--- config.mk ---
export PLATFORM = sky130hd
export DESIGN_NAME = life_grid
export DESIGN_NICKNAME = d
export VERILOG_FILES = /design/src/rtl/life_pkg.sv /design/src/rtl/life_cell.sv /design/src/rtl/life_grid.sv
export SDC_FILE = /design/constraint.sdc
export NUM_CORES = 1
export LEC_CHECK = 0
export CORE_UTILIZATION = 55
export DETAILED_ROUTE_END_ITERATION = 7
export PLACE_DENSITY = 0.76
export SKIP_CTS_REPAIR_TIMING = 1
export SLEW_MARGIN = 20
export SYNTH_ARGS = -nofsm -noshare
export SYNTH_HDL_FRONTEND = slang
export SYNTH_HIERARCHICAL = 1
export SYNTH_SLANG_ARGS = --single-unit
--- constraint.sdc ---
create_clock -name clk -period 10.7 [get_ports clk]
set_input_delay 1.07 -clock clk [delete_from_list [all_inputs] [get_ports clk]]
set_output_delay 1.07 -clock clk [all_outputs]
set_load 0.01 [all_outputs]
--- src/rtl/life_pkg.sv ---
`default_nettype none
// ============================================================================
// Module      : life_pkg
// Description : Shared types and B3/S23 rule constants for the Life grid.
// Revision    : 1.0 - initial release
// ============================================================================
package life_pkg;

    // Grid controller states
    typedef enum logic [1:0] {
        ST_IDLE = 2'd0,
        ST_RUN  = 2'd1,
        ST_HALT = 2'd2
    } state_t;

    // B3/S23: born with exactly 3 neighbours, survive with 2 or 3
    localparam logic [3:0] c_birth_count = 4'd3;
    localparam logic [3:0] c_survive_min = 4'd2;
    localparam logic [3:0] c_survive_max = 4'd3;

    // Next alive state of one cell given its current state and neighbour count
    function automatic logic life_rule(input logic alive, input logic [3:0] count);
        if (alive) begin
            return (count >= c_survive_min) && (count <= c_survive_max);
        end
        return (count == c_birth_count);
    endfunction

endpackage
`default_nettype wire

--- src/rtl/life_cell.sv ---
`default_nettype none
// ============================================================================
// Module      : life_cell
// Description : One Life cell: neighbour count, B3/S23 rule, state register.
// Revision    : 1.0 - initial release
// ============================================================================
module life_cell
    import life_pkg::*;
(
    input  logic       clk,
    input  logic       rst,
    input  logic       load,
    input  logic       seed,
    input  logic       enable,
    input  logic [7:0] neighbors,
    output logic       next_alive,
    output logic       alive
);

    logic [3:0] w_count;
    logic       r_alive;

    // Sum of the eight neighbour bits (max 8 fits in 4 bits)
    always_comb begin
        w_count = 4'd0;
        for (int i = 0; i < 8; i++) begin
            w_count = w_count + {3'b000, neighbors[i]};
        end
    end

    assign next_alive = life_rule(r_alive, w_count);
    assign alive      = r_alive;

    // Cell state: load overrides advance
    always_ff @(posedge clk or negedge rst) begin
        if (!rst) begin
            r_alive <= 1'b0;
        end else if (load) begin
            r_alive <= seed;
        end else if (enable) begin
            r_alive <= next_alive;
        end
    end

endmodule
`default_nettype wire

--- src/rtl/life_grid.sv ---
`default_nettype none
// ============================================================================
// Module      : life_grid
// Description : ROWS x COLS Game-of-Life array with IDLE/RUN/HALT control,
//               saturating generation counter and extinct/stable flags.
// Revision    : 1.0 - initial release
// ============================================================================
module life_grid
    import life_pkg::*;
#(
    parameter int ROWS  = 8,
    parameter int COLS  = 8,
    parameter int WRAP  = 0,
    parameter int GEN_W = 16
) (
    input  logic                 clk,
    input  logic                 rst,
    input  logic                 load,
    input  logic [ROWS*COLS-1:0] seeds,
    input  logic                 run,
    input  logic                 step,
    output logic [ROWS*COLS-1:0] cells,
    output logic [GEN_W-1:0]     gen_count,
    output logic                 extinct,
    output logic                 stable,
    output logic                 halted
);

    localparam int c_n = ROWS * COLS;

    logic [c_n-1:0]   w_next;
    logic [c_n*8-1:0] w_nbr;
    logic             w_advance;
    logic             w_all_dead;
    logic             w_no_change;
    state_t           r_state;
    state_t           w_state_next;
    logic [GEN_W-1:0] r_gen_count;
    logic             r_stable;

    // Neighbour k ordering: NW, N, NE, W, E, SW, S, SE.
    // Border handling is fixed at elaboration: wrap indices or tie to dead.
    for (genvar r = 0; r < ROWS; r++) begin : g_row
        for (genvar c = 0; c < COLS; c++) begin : g_col
            for (genvar k = 0; k < 8; k++) begin : g_nbr
                localparam int c_dr     = (k < 3) ? -1 : ((k < 5) ? 0 : 1);
                localparam int c_dc     = (k == 0 || k == 3 || k == 5) ? -1 :
                                          ((k == 1 || k == 6) ? 0 : 1);
                localparam int c_nr     = r + c_dr;
                localparam int c_nc     = c + c_dc;
                localparam int c_inside = (c_nr >= 0 && c_nr < ROWS &&
                                           c_nc >= 0 && c_nc < COLS) ? 1 : 0;
                localparam int c_wr     = (c_nr + ROWS) % ROWS;
                localparam int c_wc     = (c_nc + COLS) % COLS;
                if (WRAP != 0 || c_inside != 0) begin : g_live
                    assign w_nbr[(r*COLS+c)*8+k] = cells[c_wr*COLS+c_wc];
                end else begin : g_dead
                    assign w_nbr[(r*COLS+c)*8+k] = 1'b0;
                end
            end

            life_cell u_cell (
                .clk        (clk),
                .rst        (rst),
                .load       (load),
                .seed       (seeds[r*COLS+c]),
                .enable     (w_advance),
                .neighbors  (w_nbr[(r*COLS+c)*8 +: 8]),
                .next_alive (w_next[r*COLS+c]),
                .alive      (cells[r*COLS+c])
            );
        end
    end

    assign w_all_dead  = (cells == '0);
    assign w_no_change = (w_next == cells);

    // Next-state and advance decision; load wins in every state
    always_comb begin
        w_state_next = r_state;
        w_advance    = 1'b0;
        if (load) begin
            w_state_next = ST_IDLE;
        end else begin
            case (r_state)
                ST_IDLE: begin
                    if (step) begin
                        w_advance = 1'b1;
                    end else if (run) begin
                        w_state_next = ST_RUN;
                    end
                end
                ST_RUN: begin
                    if (!run) begin
                        w_state_next = ST_IDLE;
                    end else if (w_all_dead) begin
                        w_state_next = ST_HALT;
                    end else begin
                        // Still advance on a still-life so its generation is counted
                        w_advance = 1'b1;
                        if (w_no_change) begin
                            w_state_next = ST_HALT;
                        end
                    end
                end
                ST_HALT: begin
                    w_state_next = ST_HALT;
                end
                default: begin
                    w_state_next = ST_IDLE;
                end
            endcase
        end
    end

    // State register
    always_ff @(posedge clk or negedge rst) begin
        if (!rst) begin
            r_state <= ST_IDLE;
        end else begin
            r_state <= w_state_next;
        end
    end

    // Generation counter (saturating) and stability flag
    always_ff @(posedge clk or negedge rst) begin
        if (!rst) begin
            r_gen_count <= '0;
            r_stable    <= 1'b0;
        end else if (load) begin
            r_gen_count <= '0;
            r_stable    <= 1'b0;
        end else if (w_advance) begin
            if (r_gen_count != {GEN_W{1'b1}}) begin
                r_gen_count <= r_gen_count + GEN_W'(1);
            end
            r_stable <= w_no_change;
        end
    end

    assign gen_count = r_gen_count;
    assign stable    = r_stable;
    assign extinct   = w_all_dead;
    assign halted    = (r_state == ST_HALT);

endmodule
`default_nettype wire

==> results of run 1 <==
## cell usage after synthesis, types with 2 or more instances
cell type,count
a2111o_1,18
a211o_1,18
a211oi_1,18
a21oi_1,77
a21oi_2,18
a31oi_2,46
and2_1,4
and3_1,3
buf_6,2
dfrtp_1,83
fa_1,256
ha_1,193
inv_1,945
mux2_2,48
mux2i_1,2
nand2_1,58
nand2b_1,3
nand3_1,2
nand3b_1,47
nand4_1,11
nor2_1,51
nor2_8,18
nor2b_1,22
nor3b_1,47
nor4_1,33
o21ai_0,7
o21bai_2,18
o22ai_1,47
o31ai_1,7
or3_1,5
or4_1,7
xor2_1,64
## cells in the final DEF, fill, tap and decap left out, types with 2 or more instances in the layout
cell type	count
a2111o_1	18
a211o_1	18
a211oi_1	18
a21oi_1	77
a21oi_2	18
a31oi_2	46
and2_1	4
and3_1	3
buf_4	6
clkbuf_16	9
clkdlybuf4s50_1	149
clkinvlp_4	2
conb_1	92
dfrtp_1	83
fa_1	256
ha_1	193
inv_1	945
inv_6	4
mux2_2	48
mux2i_1	2
nand2_1	58
nand2b_1	3
nand3_1	2
nand3b_1	47
nand4_1	11
nor2_1	50
nor2_8	18
nor2b_1	22
nor3b_1	47
nor4_1	33
o21ai_0	7
o21bai_2	18
o22ai_1	47
o31ai_1	7
or3_1	5
or4_1	7
xor2_1	64
## worst paths after layout
kind	endpoint	cells after the start	from	slack, ns
max in group asynchronous	g_row[6].g_col[5].u_cell/alive	2	rst	8.81
worst min-delay path	r_state[0]	1	r_state[1]	0.49
worst min register to register	r_state[0]	1	r_state[1]	0.49
worst max register to register	r_state[0]	16	g_row[6].g_col[6].u_cell/alive	4.87
worst max-delay path	r_state[0]	16	g_row[6].g_col[6].u_cell/alive	4.87
min in group asynchronous	gen_count[13]	1	rst	0.66
## per-layer routing
layer  wire (um)  GRT usage, %  part of all wire [%]  vias up
met5           0             0                     0        -
met4        1552         10.93                   3.4        0
met3        2691         4.740                   5.9       93
met2       22420         48.02                    49      369
met1       19050         34.08                    42     7449
li1            -             -                     -     7020
## kinds of logic after synthesis
logic type / Yosys count / synth area share (%)
AO/OA/AOI/OAI: 278 / 12.08
buffers and inverters: 950 / 19.17
AND/OR/NAND/NOR: 317 / 11.21
adder cells (fa/ha/maj): 449 / 40.35
XOR/XNOR: 64 / 2.999
flip-flops: 83 / 11.11
other: 1 / 0.02007
multiplexers: 51 / 3.060
## cell type report
type | instances | share of cell area, %
Tap cell | 448 | 2.621
Clock buffer | 9 | 1.053
Inverter | 945 | 16.59
Timing Repair Buffer | 155 | 7.185
Clock inverter | 7 | 0.2750
Sequential cell | 83 | 9.713
Multi-Input combinational cell | 1251 | 62.56
## worst max-delay path: stages (launching register included)
cell      delay (ns)
dfrtp_1         0.83
inv_1           0.14
fa_1            0.51
fa_1            0.46
fa_1            0.49
inv_1           0.05
ha_1            0.20
inv_1           0.09
fa_1            0.41
o21bai_2        0.21
a211oi_1        0.27
xor2_1          0.15
nor4_1          0.66
nand4_1         0.18
nor4_1          0.69
o22ai_1         0.16
nor4bb_1        0.16
## metrics by stage
| step | hold slack, ns | util (%) | area [sq um] | setup slack [ns] | instances |
|---|---|---|---|---|---|
| global route | 0.5102 | 63.93 | 21380 | 4.668 | 2898 |
| CTS | 0.4856 | 63.93 | 21380 | 4.928 | 2898 |
| global placement | 0.4624 | 63.08 | 21100 | 5.144 | 2882 |
| floorplan | 0.4471 | - | 19030 | 4.808 | 2284 |
| detailed placement | 0.4750 | 63.08 | 21100 | 4.986 | 2882 |
| finish | 0.4879 | 63.93 | 21380 | 4.871 | 2898 |
## sequential cells by signal, indices dropped and copies added (netlist names)
name / count
g_row.g_col.u_cell/alive: 64
gen_count: 16
r_state: 2
stable: 1
==> reports/qor.yml, run 1 <==
finish:
  multi_input_area_sq_um: 13380
  layout.nets: 2963
  n_fill_cell: 2806
  drive_gt1_share_pct: 7.184
  register_area_sq_um: 2077
  area_growth_pct: 14.42
  antennaDiodeCount: 0
logic_synthesis:
  synth_top_area_cell: "fa_1"
  synth_flop_cell: "dfrtp_1"
  async_reset_ff_share_pct: 100.0
  syn_inst: 2193
  ys_seq_area_share_pct: 11.11
  synth_edf_count: 0
  syn-cell-area_sq_um: 18690
  ys_seq_elements: 83
  synth_top_area_share_pct: 27.42
  yosysWarningCount: 6
  synthDistinctLibCells: 47
  syn_area_per_cell_sq_um: 8.522
  synthTopCellsByArea: "fa_1 (27%), inv_1 (19%), ha_1 (13%), dfrtp_1 (11%), a31oi_2 (3.1%)"
setup_path:
  required_ns: 10.92
  startpoint_type: "register"
  worstPathMaxFanout: 13
  end_kind: "register"
  crit_type: "reg -> reg"
  cp.arrival_ns: 6.05
detailed_routing:
  wirelength_um: 45710
  vias_per_cell: 5.152
  final_antenna_net_count: 0
  dr_total_vias: 14931
  routedWlPerCell_um: 15.77
  firstDrtPassIters: 5
  drcViolationCount: 0
  drt_iter0_markers: 814
run_status:
  status: "completed"
die:
  core_sq_um: 33450
  floorplan.initialDensity_pct: 55.87
  fp.dieW_um: 186.3
  row_count: 67
  dieArea_sq_um: 34720
  ios: 152
  die_height_um: 186.3
timing:
  drv_slew: 0
  finClkSkew_ns: 0.01066
  tightestPinTransition_ns: 1.041
  min_period_ns: 5.829
  period_share_pct: 54.48
  totalNegativeSetupSlack_ns: 0
  clock.fmax_mhz: 171.6
  relSlewSlack_pct: 30.63
  rsz0062_at_grt: "false"
  setup_viol: 0
  finalHoldViolCount: 0
global_routing:
  antenna_found_initial: 0
  grt_start_max_net_pins: 71
  gr-total-overflow: 0
  grt_pass1_vias: 16093
  grt_pass1_wl_um: 77200
  grt_usage_pct: 27.64
place:
  gp_congestion: 0.8590
  hpwlAfterDp_um: 35320
  port_buffers: 151
flow_run:
  cap_violations: 0
cts:
  clock-root-buffer: "clkbuf_16"
  clkLatencyLatePin_ns: 0.39
  cts_tree: "done"
  cts_buffers: 9
  clk_path_buf_depth: 2
  clock_sinks: 83
  ctsHtreeMaxLevel: 3
  clk_pin_slew_ns: 0.08
hold_path:
  hold_path_class: "reg -> reg"
Power of run 1 is left out: the tool's default activity adds up to more than one toggle a clock period on the data nets, which glitch-free logic cannot reach.
==> run 2: changes to the inputs <==
Clock period 10.7 ns to 5.43 ns, I/O delays scaled along.
==> reports/qor.yml, run 2 (synthesized netlist as in run 1, its figures left out) <==
timing:
  drv_slew: 0  # unchanged
  setup_viol: 0  # unchanged
  finalHoldViolCount: 0  # unchanged
  period_share_pct: 94.60  # +40 points
  rsz0062_at_grt: "false"
  tightestPinTransition_ns: 0.9078  # -0.1327 ns
  min_period_ns: 5.137  # -0.6924 ns
  finClkSkew_ns: 0.02054  # +0.009885 ns
  totalNegativeSetupSlack_ns: 0  # unchanged
  relSlewSlack_pct: 39.48  # +8.8 points
  clock.fmax_mhz: 194.7  # +13%
cts:
  clk_path_buf_depth: 2  # unchanged
  clkLatencyLatePin_ns: 0.39  # about the same
  clock_sinks: 83  # unchanged
  clk_pin_slew_ns: 0.08  # about the same
  clock-root-buffer: "clkbuf_16"
  cts_buffers: 9  # unchanged
  ctsHtreeMaxLevel: 3  # unchanged
  cts_tree: "done"
run_status:
  status: "completed"
setup_path:
  startpoint_type: "register"
  worstPathMaxFanout: 13  # unchanged
  required_ns: 5.66  # -5.26 ns
  cp.arrival_ns: 5.36  # -0.69 ns
  end_kind: "register"
  crit_type: "reg -> reg"
die:
  ios: 152  # unchanged
  row_count: 67  # unchanged
  die_height_um: 186.3  # unchanged
  core_sq_um: 33450  # unchanged
  dieArea_sq_um: 34720  # unchanged
  floorplan.initialDensity_pct: 55.87  # unchanged
  fp.dieW_um: 186.3  # unchanged
detailed_routing:
  vias_per_cell: 5.137  # -0.29%
  firstDrtPassIters: 6  # +1
  wirelength_um: 46840  # +2.5%
  routedWlPerCell_um: 15.93  # +0.97%
  dr_total_vias: 15108  # +1.2%
  final_antenna_net_count: 0  # unchanged
  drt_iter0_markers: 809  # -0.61%
  drcViolationCount: 0  # unchanged
finish:
  layout_commonest_cell: "inv_1"
  largest_register_ffs: 64  # unchanged
  antennaDiodeCount: 0  # unchanged
  area_growth_pct: 16.43
  drive_gt1_share_pct: 8.905  # +1.7 points
  final_cell_mix: "inv_1 (945), fa_1 (256), ha_1 (193)"
  layout.nets: 3006  # +1.5%
  n_fill_cell: 2740  # -2.4%
global_routing:
  grt_pass1_wl_um: 78770  # +2.0%
  antenna_found_initial: 0  # unchanged
  grt_start_max_net_pins: 83  # +17%
  gr-total-overflow: 0  # unchanged
  grt_usage_pct: 28.37  # +0.74 points
  grt_pass1_vias: 16148  # +0.34%
hold_path:
  hold_path_class: "in -> async"
flow_run:
  cap_violations: 0  # unchanged
place:
  hpwlAfterDp_um: 37290  # +5.6%
  gp_congestion: 0.8726  # +1.6%
  port_buffers: 151  # unchanged
## run 2: worst max-delay path, cell delays in order (launching register included)
cell and delay [ns]:
dfrtp_1 0.71, inv_1 0.12, fa_1 0.52, fa_1 0.43, fa_1 0.49, inv_1 0.04
ha_1 0.19, inv_1 0.07, fa_1 0.40, a21oi_1 0.17, nor3b_1 0.27, xor2_1 0.12
nor4_1 0.51, nand4_1 0.15, nor4_1 0.42, buf_4 0.19, o22ai_1 0.06, nor4bb_1 0.12
## run 2: final timing paths
kind | from | endpoint | slack [ns] | cells past startpoint
worst max-delay path | g_row[2].g_col[2].u_cell/alive | r_state[0] | 0.29 | 17
worst min-delay path | rst | gen_count[13] | 0.14 | 1
worst max register to register | g_row[2].g_col[2].u_cell/alive | r_state[0] | 0.29 | 17
worst min register to register | r_state[1] | r_state[0] | 0.48 | 1
max in group asynchronous | rst | g_row[1].g_col[1].u_cell/alive | 4.03 | 2
min in group clk | r_state[1] | r_state[0] | 0.48 | 1
## run 2: stage by stage
stage | cells | hold slack (ns) | setup slack [ns] | utilization (%) | instance area (sq um)
3_3_place_gp | 2925 | 0.4633 | 0.2522 | 64.08 | 21430
4_1_cts | 2941 | 0.1646 | 0.1496 | 65.01 | 21740
6_report | 2941 | 0.1426 | 0.2935 | 65.05 | 21760
2_1_floorplan | 2284 | 0.2474 | 0.9153 | - | 19030
5_1_grt | 2941 | 0.1808 | 0.02423 | 65.05 | 21760
3_5_place_dp | 2925 | 0.4716 | 0.1806 | 64.08 | 21430
## run 2: layout make-up
type | instances | area (sq um) | area share, %
multi-input cells | 1251 | 13390 | 61.54
clock buffers | 10 | 239.0 | 1.098
flip-flops and latches | 83 | 2078 | 9.551
well taps | 448 | 560.5 | 2.576
repair buffers | 198 | 1872 | 8.603
clock inverters | 6 | 71.32 | 0.3278
inverters | 945 | 3547 | 16.30
## run 2: layer usage
layer  global-route usage (%)  wire length (um)  up-vias
li1                         -                 -     7095
met1                    35.32             19520     7537
met2                    49.20             23190      382
met3                    4.006              2375       94
met4                    12.02              1759        0
met5                        0                 0        -
Power of run 2 is left out for the same reason.
==> run 3: changes to the inputs <==
Settings changed: MAX_ROUTING_LAYER set to met4.
Clock period 5.43 ns to 5.63 ns, I/O delays scaled along.
==> reports/qor.yml, run 3 (synthesized netlist as in run 1, its figures left out) <==
global_routing:
  grt_usage_pct: 29.13  # +0.75 points
  grt_pass1_wl_um: 78410  # -0.46%
  grt_pass1_vias: 16374  # +1.4%
  grt_start_max_net_pins: 111  # +34%
  gr-total-overflow: 0  # unchanged
  antenna_found_initial: 1  # +1
setup_path:
  worstPathMaxFanout: 13  # unchanged
  crit_type: "reg -> reg"
  startpoint_type: "register"
  rrSetupSlack_ns: 0.37  # +0.08 ns
  required_ns: 5.84  # +0.18 ns
  end_kind: "register"
  cp.arrival_ns: 5.47  # +0.11 ns
finish:
  area_growth_pct: 16.15
  largest_register_ffs: 64  # unchanged
  n_fill_cell: 2777  # +1.4%
  layout.nets: 3001  # -0.17%
  drive_gt1_share_pct: 8.601  # -0.30 points
  final_cell_mix: "inv_1 (945), fa_1 (256), ha_1 (193)"
  layout_commonest_cell: "inv_1"
cts:
  clock_sinks: 83  # unchanged
  ctsHtreeMaxLevel: 3  # unchanged
  cts_tree: "done"
  clock-root-buffer: "clkbuf_16"
  clkLatencyLatePin_ns: 0.39  # about the same
  clk_path_buf_depth: 2  # unchanged
  clk_pin_slew_ns: 0.08  # about the same
  cts_buffers: 9  # unchanged
timing:
  period_share_pct: 93.41  # -1.2 points
  clock.fmax_mhz: 190.2  # -2.3%
  tightestPinTransition_ns: 1.136  # +0.2283 ns
  rsz0062_at_grt: "false"
  totalNegativeSetupSlack_ns: 0  # unchanged
  min_period_ns: 5.259  # +0.1222 ns
  finalHoldViolCount: 0  # unchanged
  drv_slew: 0  # unchanged
  relSlewSlack_pct: 24.26  # -15 points
  setup_viol: 0  # unchanged
  finClkSkew_ns: 0.01216  # -0.008382 ns
place:
  port_buffers: 151  # unchanged
  gp_congestion: 0.9115  # +4.5%
  hpwlAfterDp_um: 36430  # -2.3%
detailed_routing:
  drt_iter0_markers: 709  # -12%
  drcViolationCount: 0  # unchanged
  vias_per_cell: 5.118  # -0.36%
  routedWlPerCell_um: 15.81  # -0.74%
  dr_total_vias: 15033  # -0.50%
  wirelength_um: 46430  # -0.88%
  firstDrtPassIters: 5  # -1
  final_antenna_net_count: 0  # unchanged
die:
  fp.dieW_um: 186.3  # unchanged
  core_sq_um: 33450  # unchanged
  row_count: 67  # unchanged
  die_height_um: 186.3  # unchanged
  dieArea_sq_um: 34720  # unchanged
  ios: 152  # unchanged
  floorplan.initialDensity_pct: 55.87  # unchanged
hold_path:
  hold_path_class: "in -> async"
flow_run:
  cap_violations: 0  # unchanged
run_status:
  status: "completed"
==> run 3: cell count changes in the layout (fill, tap and decap cells not counted), moves of 2 or more <==
cell / previous run / this run
buf_4: 48 / 43
inv_6: 2 / 4
nor4_1: 31 / 33
nor4_2: 2 / 0
==> run 3: through the flow <==
| stage | instance area [sq um] | hold slack [ns] | worst slack (ns) | utilization (%) | std cells |
|---|---|---|---|---|---|
| after floorplan | 19030 | 0.2674 | 0.1336 | - | 2284 |
| after global placement | 21400 | 0.4573 | 0.5859 | 63.97 | 2920 |
| after detailed placement | 21400 | 0.4840 | 0.4633 | 63.97 | 2920 |
| after CTS | 21700 | 0.2573 | 0.4392 | 64.89 | 2936 |
| after global routing | 21710 | 0.2868 | 0.1251 | 64.89 | 2937 |
| final | 21710 | 0.2285 | 0.3713 | 64.89 | 2937 |
==> run 3: path summary, 6_finish.rpt <==
| path | to | from | depth (start not counted) |
|---|---|---|---|
| hold reg to reg | r_state[0] | r_state[1] | 1 |
| min in group clk | r_state[0] | r_state[1] | 1 |
| max in group asynchronous | g_row[3].g_col[3].u_cell/alive | rst | 2 |
| setup / recovery | r_state[0] | g_row[5].g_col[2].u_cell/alive | 17 |
| setup reg to reg | r_state[0] | g_row[5].g_col[2].u_cell/alive | 17 |
| hold / removal | gen_count[15] | rst | 1 |
==> run 3: worst max-delay path, stage by stage (launching register included) <==
cell and delay (ns):
dfrtp_1 0.74, inv_1 0.14, fa_1 0.50, fa_1 0.51
fa_1 0.42, inv_1 0.07, ha_1 0.18, inv_1 0.07
fa_1 0.42, a211o_1 0.31, a211oi_1 0.27, xor2_1 0.15
nor4_1 0.45, nand4_1 0.18, nor4_1 0.30, buf_4 0.19
o22ai_1 0.07, nor4bb_1 0.13
==> run 3: cell type report <==
cell class	instances	area [sq um]	share of cell area, %
Antenna cell	1	2.502	0.01153
Sequential cell	83	2077	9.569
Inverter	945	3547	16.34
Multi-Input combinational cell	1251	13380	61.63
Tap cell	448	560.5	2.582
Timing Repair Buffer	193	1834	8.451
Clock inverter	7	81.33	0.3747
Clock buffer	9	225.2	1.038
==> run 3: per-layer routing <==
layer  vias to the layer above  part of all wire, %  GRT usage (%)
li1                       7085                    -              -
met1                      7439                   42          34.25
met2                       396                   49          48.95
met3                       113                  5.2          4.909
met4                         0                  3.8          12.91
met5                         -                    0              -
Power of run 3 is left out for the same reason.
